$ cat src/rtl/seq_divider.sv
// Iterative restoring divider for RISC-V DIV/DIVU/REM/REMU and the W variants.
// It retires BPC quotient bits per cycle, and handles divide-by-zero and overflow in one cycle.
module seq_divider #(
  parameter int XLEN = 64,
  parameter int BPC  = 1
) (
  input  logic            clk,
  input  logic            rst,
  input  logic            flush,
  input  logic            in_valid,
  output logic            in_ready,
  input  logic [1:0]      op,
  input  logic            word,
  input  logic [XLEN-1:0] rs1,
  input  logic [XLEN-1:0] rs2,
  output logic            out_valid,
  input  logic            out_ready,
  output logic [XLEN-1:0] result,
  output logic            busy
);

  localparam int CW = $clog2(XLEN + 1);

  typedef enum logic [1:0] {IDLE, CALC, DONE} state_t;

  state_t          r_state;
  state_t          w_state_nxt;
  logic [CW-1:0]   r_cnt;
  logic [XLEN-1:0] r_quo;
  logic [XLEN:0]   r_rem;
  logic [XLEN-1:0] r_div;
  logic            r_neg_q;
  logic            r_neg_r;
  logic            r_is_rem;
  logic            r_word;
  logic [XLEN-1:0] r_result;

  logic            w_accept;
  logic            w_wd;
  logic            w_sgn;
  logic [XLEN-1:0] w_a;
  logic [XLEN-1:0] w_b;
  logic [XLEN-1:0] w_ones;
  logic [XLEN-1:0] w_min;
  logic            w_dz;
  logic            w_ovf;
  logic            w_neg_a;
  logic            w_neg_b;
  logic [XLEN-1:0] w_mag_a;
  logic [XLEN-1:0] w_mag_b;
  logic [XLEN-1:0] w_spec_raw;
  logic [XLEN-1:0] w_spec;
  logic [CW-1:0]   w_cnt0;
  logic [XLEN-1:0] w_quo0;
  logic [XLEN-1:0] w_quo;
  logic [XLEN:0]   w_rem;
  logic [XLEN-1:0] w_sel;
  logic            w_neg;
  logic [XLEN-1:0] w_val;
  logic [XLEN-1:0] w_fin;

  assign w_wd   = (XLEN == 64) && word;
  assign w_sgn  = ~op[0];
  assign w_ones = '1;

  assign w_a = w_wd ? (w_sgn ? XLEN'($signed(rs1[31:0]))
                             : XLEN'(rs1[31:0])) : rs1;
  assign w_b = w_wd ? (w_sgn ? XLEN'($signed(rs2[31:0]))
                             : XLEN'(rs2[31:0])) : rs2;

  assign w_min = w_wd ? (w_ones << 31) : (w_ones << (XLEN - 1));
  assign w_dz  = (w_b == '0);
  assign w_ovf = w_sgn && (w_a == w_min) && (w_b == w_ones);

  assign w_neg_a = w_sgn & w_a[XLEN-1];
  assign w_neg_b = w_sgn & w_b[XLEN-1];
  assign w_mag_a = w_neg_a ? -w_a : w_a;
  assign w_mag_b = w_neg_b ? -w_b : w_b;

  assign w_spec_raw = w_dz ? (op[1] ? w_a : w_ones)
                           : (op[1] ? '0 : w_a);
  assign w_spec = w_wd ? XLEN'($signed(w_spec_raw[31:0])) : w_spec_raw;

  assign w_cnt0 = w_wd ? CW'(32 / BPC) : CW'(XLEN / BPC);
  // Word dividends sit in the top half so the MSB-first shift sees them.
  assign w_quo0 = w_wd ? (w_mag_a << (XLEN - 32)) : w_mag_a;

  always_comb begin
    w_rem = r_rem;
    w_quo = r_quo;
    for (int i = 0; i < BPC; i++) begin
      w_rem = {w_rem[XLEN-1:0], w_quo[XLEN-1]};
      w_quo = w_quo << 1;
      if (w_rem >= {1'b0, r_div}) begin
        w_rem    = w_rem - {1'b0, r_div};
        w_quo[0] = 1'b1;
      end
    end
  end

  assign w_sel = r_is_rem ? w_rem[XLEN-1:0] : w_quo;
  assign w_neg = r_is_rem ? r_neg_r : r_neg_q;
  assign w_val = w_neg ? -w_sel : w_sel;
  assign w_fin = r_word ? XLEN'($signed(w_val[31:0])) : w_val;

  always_ff @(posedge clk or posedge rst) begin
    if (rst) r_state <= IDLE;
    else     r_state <= w_state_nxt;
  end

  always_comb begin
    w_state_nxt = r_state;
    w_accept    = 1'b0;
    unique case (r_state)
      IDLE: begin
        if (in_valid) begin
          w_accept    = 1'b1;
          w_state_nxt = (w_dz || w_ovf) ? DONE : CALC;
        end
      end
      CALC: if (r_cnt == CW'(1)) w_state_nxt = DONE;
      DONE: if (out_ready) w_state_nxt = IDLE;
      default: w_state_nxt = IDLE;
    endcase
    if (flush) begin
      w_state_nxt = IDLE;
      w_accept    = 1'b0;
    end
  end

  always_ff @(posedge clk or posedge rst) begin
    if (rst) begin
      r_cnt    <= '0;
      r_quo    <= '0;
      r_rem    <= '0;
      r_div    <= '0;
      r_neg_q  <= 1'b0;
      r_neg_r  <= 1'b0;
      r_is_rem <= 1'b0;
      r_word   <= 1'b0;
      r_result <= '0;
    end else if (w_accept) begin
      r_cnt    <= w_cnt0;
      r_quo    <= w_quo0;
      r_rem    <= '0;
      r_div    <= w_mag_b;
      r_neg_q  <= w_neg_a ^ w_neg_b;
      r_neg_r  <= w_neg_a;
      r_is_rem <= op[1];
      r_word   <= w_wd;
      if (w_dz || w_ovf) r_result <= w_spec;
    end else if (r_state == CALC && !flush) begin
      r_quo <= w_quo;
      r_rem <= w_rem;
      r_cnt <= r_cnt - CW'(1);
      if (r_cnt == CW'(1)) r_result <= w_fin;
    end
  end

  assign in_ready  = (r_state == IDLE);
  assign out_valid = (r_state == DONE);
  assign busy      = (r_state != IDLE);
  assign result    = r_result;

endmodule

$ cat config.mk
export PLATFORM = sky130hd
export DESIGN_NAME = seq_divider
export DESIGN_NICKNAME = d
export VERILOG_FILES = /design/src/rtl/seq_divider.sv
export SDC_FILE = /design/constraint.sdc
export NUM_CORES = 1
export LEC_CHECK = 0
export ABC_AREA = 1
export CORE_MARGIN = 10
export CORE_UTILIZATION = 35
export CTS_CLUSTER_DIAMETER = 100
export CTS_CLUSTER_SIZE = 28
export DETAILED_ROUTE_END_ITERATION = 10
export PLACE_DENSITY = 0.64
export SLEW_MARGIN = 15
export SYNTH_ARGS = -nofsm -noshare
export SYNTH_HDL_FRONTEND = slang
export SYNTH_SLANG_ARGS = --single-unit
export TNS_END_PERCENT = 30
$ cat constraint.sdc
create_clock -name clk -period 17.9 [get_ports clk]
set_input_delay 2.685 -clock clk [delete_from_list [all_inputs] [get_ports clk]]
set_output_delay 2.685 -clock clk [all_outputs]
set_load 0.01 [all_outputs]
==> metrics.txt, run 1 <==
status=completed; Tcrit/Tclk final=40.4%; worst reg-to-reg setup slack=11760 ps; total gr overflow=0; complex-gate fraction of the synthesized area=13.8%; crit end category=register; postcts setup bufs=0; Storage cell area=6730 um2; Synth area leaders=dfrtp_1, nand2_1, inv_1; Resized cells post-CTS=0; worst setup path start=word; multi-input logic area=17000 um2; row cnt=102; Top FF cell, synth=dfrtp_1; DRT iter0 DRCs=3892; Synth Register Bits=269; largest family of logic cells by synthesized area=simple AND/OR/NAND/NOR gates; clk_skew=42.0 ps; GRT Util Overall=28.2%; final wirelength=132000 um; largest net degree at the start of global routing=95; f_max=0.138 GHz; Slew headroom=23.1%; min Tclk post-route=7220 ps; RSZ-0062 raised after global routing=no; Worst VDD drop=0.104 mV; Critical Path Sink=result[36]$_DFFE_PP0P_; DIE WIDTH=299 um; worst-path maximum fanout=85; full die area=89400 um2; Reg clk slew, reported paths=110 ps; Hold WC Path Type=reg -> reg; root buf cell=clkbuf_16; power per standard cell area=181 nW/um2; Final Non-Filler Cells=5796; r2r startpoint=r_div[8]$_DFFE_PP0P_; worst hold start=r_div[35]$_DFFE_PP0P_; drt wl/cell=22.8 um; number of synthesized flops with an enable pin=0; CTS Buffer Depth=3; CTS tree=done; hold slack=494 ps; share of layout cells above drive strength 1=4.33%; IO Port Bufs=202; WP data required=18370 ps; CTS Sinks=269; hpwl dp=108000 um; Detail Route Antenna Nets=0; CTS Buf Count=16; commonest non-fill, non-tap cell in the layout=nand2_1; detailed-route via count=31000; XOR/XNOR Fraction of Synth Area=4.34%; setup TNS=0 ps; Worst path max stage delay=1020 ps; async set-reset flop share out of synthesis=100%; Power Total=5.54 mW; crit path cell chain=clkdlybuf4s50_1, inv_2, buf_4, nand2_1, nand2_1, nor2_1, inv_1, nor2_1, nand4_1, nor2_1, nand3_2, buf_4, o31ai_1, nand2_1, nand2_2, buf_4, inv_1, nor2_1, nand3_1, nand2_1, inv_1; sequential fraction of the synthesis area=24.7%; adder-cell share of the synthesized area=3.29%; Vias/cell=5.34; Lkg Pwr=15.9 nW; Worst R2R Path Depth=30; mean post-synth cell area=5.83 um2; io pins=203; starting density of the core=35.2%; number of H-tree levels=1; Worst-Margin Slew=1150 ps; reg2reg end=result[48]$_DFFE_PP0P_; core area=77300 um2; Worst-Skew Late Latency=570 ps; Hold Buf Count CTS=0; vias in the first global route=28500; startpoint types=input pin; Setup violations, final=0; die height=299 um; diode count=0; YS warnings=0; post-synth top area cell=dfrtp_1; syn_nets=4881; Post-Syn Instances=4674; area fraction of the dominant cell type after synthesis=24.7%; first-pass GRT wire length=191000 um; final max-slew violation count=0; post-synthesis mux area share=0%; most frequent cells in the layout=nand2_1, inv_1, nor2_1; Final nets=4955; Netlist Area Pre-Place=27200 um2; Hold Vio Cnt, Final=0; GPL Wtd Cong=1.01; Simple-Gate Fraction of Synth Area=40.6%; DP Cell Count=5770; # fillers=8693; Residual DRC=0; Critical Setup Path Class=in -> reg; DR pass1 iterations=6; initial antenna violation count=5; Yosys cell types=57; WP data arrival=7690 ps; Max-Cap Viols=0; synthesis-to-finish area growth=12.3%; Max stage delay cell, worst path=clkdlybuf4s50_1
metrics by stage:
step	setup WS [ps]	cell area, um2	utilization [%]
4_1_cts	10690	30600	39.6
3_5_place_dp	10100	30100	38.9
2_1_floorplan	7800	27200	-
6_report	10680	30600	39.6
5_1_grt	10200	30600	39.6
3_3_place_gp	10100	30100	38.9
report_power, final:
group	switching (mW)	leakage, nW	internal [mW]
Clock	0.260	0.262	0.187
Sequential	0.195	3.42	0.856
Combinational	2.89	12.2	1.15
flip-flops by register name, summed over array words and instances, names as in the netlist:
signal	cells
r_state	2
result	64
r_neg_r	1
r_div	64
r_cnt	7
r_word	1
r_quo	64
r_neg_q	1
r_is_rem	1
r_rem	64
synthesized netlist by cell type, types with 5 or more instances:
| library cell | n |
|---|---|
| nand2_1 | 1544 |
| inv_1 | 709 |
| nor2_1 | 492 |
| nand3_1 | 325 |
| dfrtp_1 | 269 |
| o21ai_0 | 259 |
| a21oi_1 | 154 |
| clkbuf_1 | 123 |
| xor2_1 | 104 |
| ha_1 | 70 |
| nand4_1 | 67 |
| nor3_1 | 64 |
| o211ai_1 | 55 |
| a21o_1 | 37 |
| a31oi_1 | 33 |
| inv_2 | 32 |
| xnor2_1 | 31 |
| buf_2 | 26 |
| nand2_2 | 26 |
| nor2_2 | 25 |
| nor4_1 | 24 |
| a22oi_1 | 20 |
| or2_2 | 18 |
| buf_6 | 14 |
| o21bai_1 | 13 |
| nand3_2 | 12 |
| o221ai_1 | 12 |
| o22ai_1 | 12 |
| buf_1 | 11 |
| a32oi_1 | 10 |
| nand3b_1 | 10 |
| o21ai_1 | 9 |
| a221oi_1 | 6 |
| a31o_2 | 5 |
| nor2_4 | 5 |
| nor3_2 | 5 |
| o31ai_1 | 5 |
per-layer routing:
layer  GRT usage (%)  wire, um
met1            38.7     56700
met2            42.9     56100
met3            5.49     12900
met4            11.6      6180
met5               0        26
critical path, delay by kind of cell:
family	cells	cell delay [ps]
AO/OA/AOI/OAI	1	260
AND/OR/NAND/NOR	12	1870
buffers and inverters	8	2730
area by class of cell:
cell class	instances	share of cell area, %
well taps	1040	4.25
multi-input cells	3484	55.5
clock buffers	18	1.40
repair buffers	232	7.34
inverters	745	9.16
clock inverters	8	0.384
flip-flops and latches	269	22.0
worst min-delay path by stage:
stage	endpoint	slack (ps)	cells after the start
final	r_div[35]$_DFFE_PP0P_	490	2
after global routing	r_neg_r$_DFFE_PP0P_	520	2
after CTS	r_div[35]$_DFFE_PP0P_	500	2
after detailed placement	r_div[19]$_DFFE_PP0P_	470	2
after global placement	r_div[62]$_DFFE_PP0P_	470	2
after floorplan	r_div[10]$_DFFE_PP0P_	450	2
kinds of logic after synthesis:
| logic type | after synthesis |
|---|---|
| and+or+nand+nor | 2635 |
| buffers and inverters | 921 |
| AOI/OAI and AO/OA | 643 |
| DFF | 269 |
| xor gates and xnor gates | 135 |
| adders and majority gates | 71 |
Power figures use the tool's default switching activity.
==> inputs of run 2 (changes only) <==
- clock period: 17.9 -> 6.84 ns (I/O delays scaled with it)
==> run 2 against run 1 <==
Combinational power grew to 2.6 times the previous value. Wire length is 0.73% lower. Global-route usage is 0.13 points lower.
==> metrics.txt, run 2 (same netlist as run 1, synthesis figures left out) <==
r2r startpoint=r_rem[38]$_DFFE_PP0P_ (was r_div[8]$_DFFE_PP0P_); row cnt=102 (unchanged); cell mode on critical path=nand2_1; root buf cell=clkbuf_16 (unchanged); CTS Sinks=269 (unchanged); core area=77300 um2 (unchanged); Worst path max stage delay=480 ps (was 1020 ps); clk_skew=28.7 ps (was 42.0 ps); Reg clk slew, reported paths=110 ps (about the same); Max-Cap Viols=0 (unchanged); worst-path maximum fanout=36 (was 85); Worst R2R Path Depth=25 (was 30); min Tclk post-route=5340 ps; dpl cell area=30100 um2 (about the same); most frequent cells in the layout=nand2_1, inv_1, nor2_1 (unchanged); Detail Route Antenna Nets=0 (unchanged); Final nets=4964 (was 4955); total gr overflow=0 (unchanged); Resized cells post-CTS=0 (unchanged); Hold Vio Cnt, Final=0 (unchanged); most used routing layer=met2 (unchanged); hpwl dp=108000 um (about the same); WP data arrival=5770 ps (was 7690 ps); vias in the first global route=28500 (about the same); status=completed (unchanged); starting density of the core=35.2% (unchanged); commonest non-fill, non-tap cell in the layout=nand2_1 (unchanged); setup TNS=0 ps (unchanged); GRT Util Overall=28.1% (was 28.2%); Critical Setup Path Class=reg -> reg (was in -> reg); Residual DRC=0 (unchanged); fin area=30800 um2 (was 30600 um2); reg2reg end=result[22]$_DFFE_PP0P_ (was result[48]$_DFFE_PP0P_); synthesis-to-finish area growth=13.0% (was 12.3%); share of layout cells above drive strength 1=4.55% (was 4.33%); end of the worst hold path=r_div[60]$_DFFE_PP0P_ (was r_div[35]$_DFFE_PP0P_); WP data required=7280 ps (was 18370 ps); Slew headroom=23.2% (was 23.1%); CTS Buffer Depth=3 (unchanged); Worst VDD drop=0.259 mV (was 0.104 mV); Hold Path Cell Cnt=2 (unchanged); largest net degree at the start of global routing=112 (was 95); Vias/cell=5.32 (was 5.34); number of H-tree levels=1 (unchanged); die height=299 um (unchanged); first-pass GRT wire length=190000 um (was 191000 um); worst hold start=r_div[60]$_DFFE_PP0P_ (was r_div[35]$_DFFE_PP0P_); GRT met3 Usage=6.37% (was 5.49%); postcts setup bufs=0 (unchanged); met1 Use GR=38.3% (was 38.7%); RSZ-0062 raised after global routing=no (unchanged); full die area=89400 um2 (unchanged); detailed-route via count=30900 (was 31000); DR pass1 iterations=8 (was 6); Hold Buf Count CTS=0 (unchanged); Hold WC Path Type=reg -> reg (unchanged); power per standard cell area=473 nW/um2 (was 181 nW/um2); GPL Wtd Cong=1.05 (was 1.01); met2 Usage GRT=42.2% (was 42.9%); final max-slew violation count=0 (unchanged); startpoint types=register (was input pin); f_max=0.187 GHz; IO Port Bufs=202 (unchanged); crit path buf inv count=5 (was 8); final wirelength=131000 um (was 132000 um); Top delay family on crit path=simple AND/OR/NAND/NOR gates (was buffers and inverters); DIE WIDTH=299 um (unchanged); Worst-Skew Late Latency=560 ps (was 570 ps); CTS tree=done (unchanged); Setup violations, final=0 (unchanged); Lkg Pwr=16.0 nW (was 15.9 nW); DRT iter0 DRCs=3520 (was 3892); drt wl/cell=22.5 um (was 22.8 um); Worst-Margin Slew=1140 ps (was 1150 ps); Tcrit/Tclk final=78.0%; io pins=203 (unchanged); initial antenna violation count=3 (was 5); crit end category=register (unchanged); Max stage delay cell, worst path=dfrtp_1 (was clkdlybuf4s50_1); worst reg-to-reg setup slack=1500 ps (was 11760 ps); CTS Buf Count=17 (was 16)
==> run 2: changes by cell type in the layout (fill, tap and decap cells not counted) <==
cell,previous run,this run
inv_16,1,0
buf_4,30,35
bufinv_16,0,2
buf_12,0,3
clkinv_8,1,2
inv_6,0,1
clkbuf_1,1,0
clkinvlp_4,1,2
inv_8,3,2
clkinv_16,1,2
diode_2,0,1
clkinv_2,1,0
==> run 2: layout make-up <==
| class | instances | area [um2] |
|---|---|---|
| Timing Repair Buffer | 240 | 2340 |
| Inverter | 745 | 2800 |
| Multi-Input combinational cell | 3484 | 17000 |
| Antenna cell | 1 | 2.50 |
| Clock buffer | 17 | 425 |
| Sequential cell | 269 | 6730 |
| Clock inverter | 11 | 208 |
| Fill cell | 8664 | 46600 |
| Tap cell | 1040 | 1300 |
==> run 2: per-stage QoR <==
| step | instances | setup slack, ps | hold slack [ps] | utilization, % | total power, mW |
|---|---|---|---|---|---|
| detailed placement | 5778 | 1120 | 473 | 39.0 | 13.0 |
| global placement | 5778 | 1220 | 466 | 39.0 | 13.0 |
| CTS | 5806 | 1580 | 499 | 39.8 | 14.3 |
| global route | 5806 | 1080 | 510 | 39.8 | 15.6 |
| floorplan | 4674 | 2260 | 453 | - | 9.25 |
| finish | 5807 | 1500 | 495 | 39.8 | 14.6 |
==> run 2: worst reg2reg max path, cell delays in order (launching register included) <==
cell and delay (ps):
dfrtp_1 480, ha_1 440, nand2_1 150, nor2_2 200
nand2_1 160, nor2_2 180, inv_2 50, nor2_2 140
nand2_4 250, nand2_4 460, buf_4 320, buf_4 300
nand2_2 90, nand3_1 100, nand2_2 120, inv_1 80
ha_1 180, nand3_1 110, inv_1 140, nand2_1 120
nor2_1 410, nand2_1 180, nand2_1 140, a21oi_1 80
a21oi_1 250, a21oi_1 100
==> run 2: power by group <==
part	switching [mW]	leakage (nW)	internal, mW
clock network	0.698	0.298	0.575
logic	7.51	12.2	3.03
registers	0.496	3.42	2.24
==> run 2: how the worst max path moves through the flow <==
stage,start,end,cells past startpoint
3_3_place_gp,word,result[31]$_DFFE_PP0P_,17
2_1_floorplan,rst,r_cnt[0]$_DFFE_PP0P_,1
3_5_place_dp,word,result[31]$_DFFE_PP0P_,17
4_1_cts,r_rem[38]$_DFFE_PP0P_,result[48]$_DFFE_PP0P_,28
6_report,r_rem[38]$_DFFE_PP0P_,result[22]$_DFFE_PP0P_,25
5_1_grt,r_rem[38]$_DFFE_PP0P_,result[54]$_DFFE_PP0P_,28
==> run 2: routing by layer <==
| layer | part of all wire [%] | up-vias |
|---|---|---|
| met3 | 10 | 183 |
| li1 | - | 14900 |
| met4 | 4.7 | 0 |
| met1 | 43 | 14400 |
| met5 | 0 | - |
| met2 | 42 | 1405 |
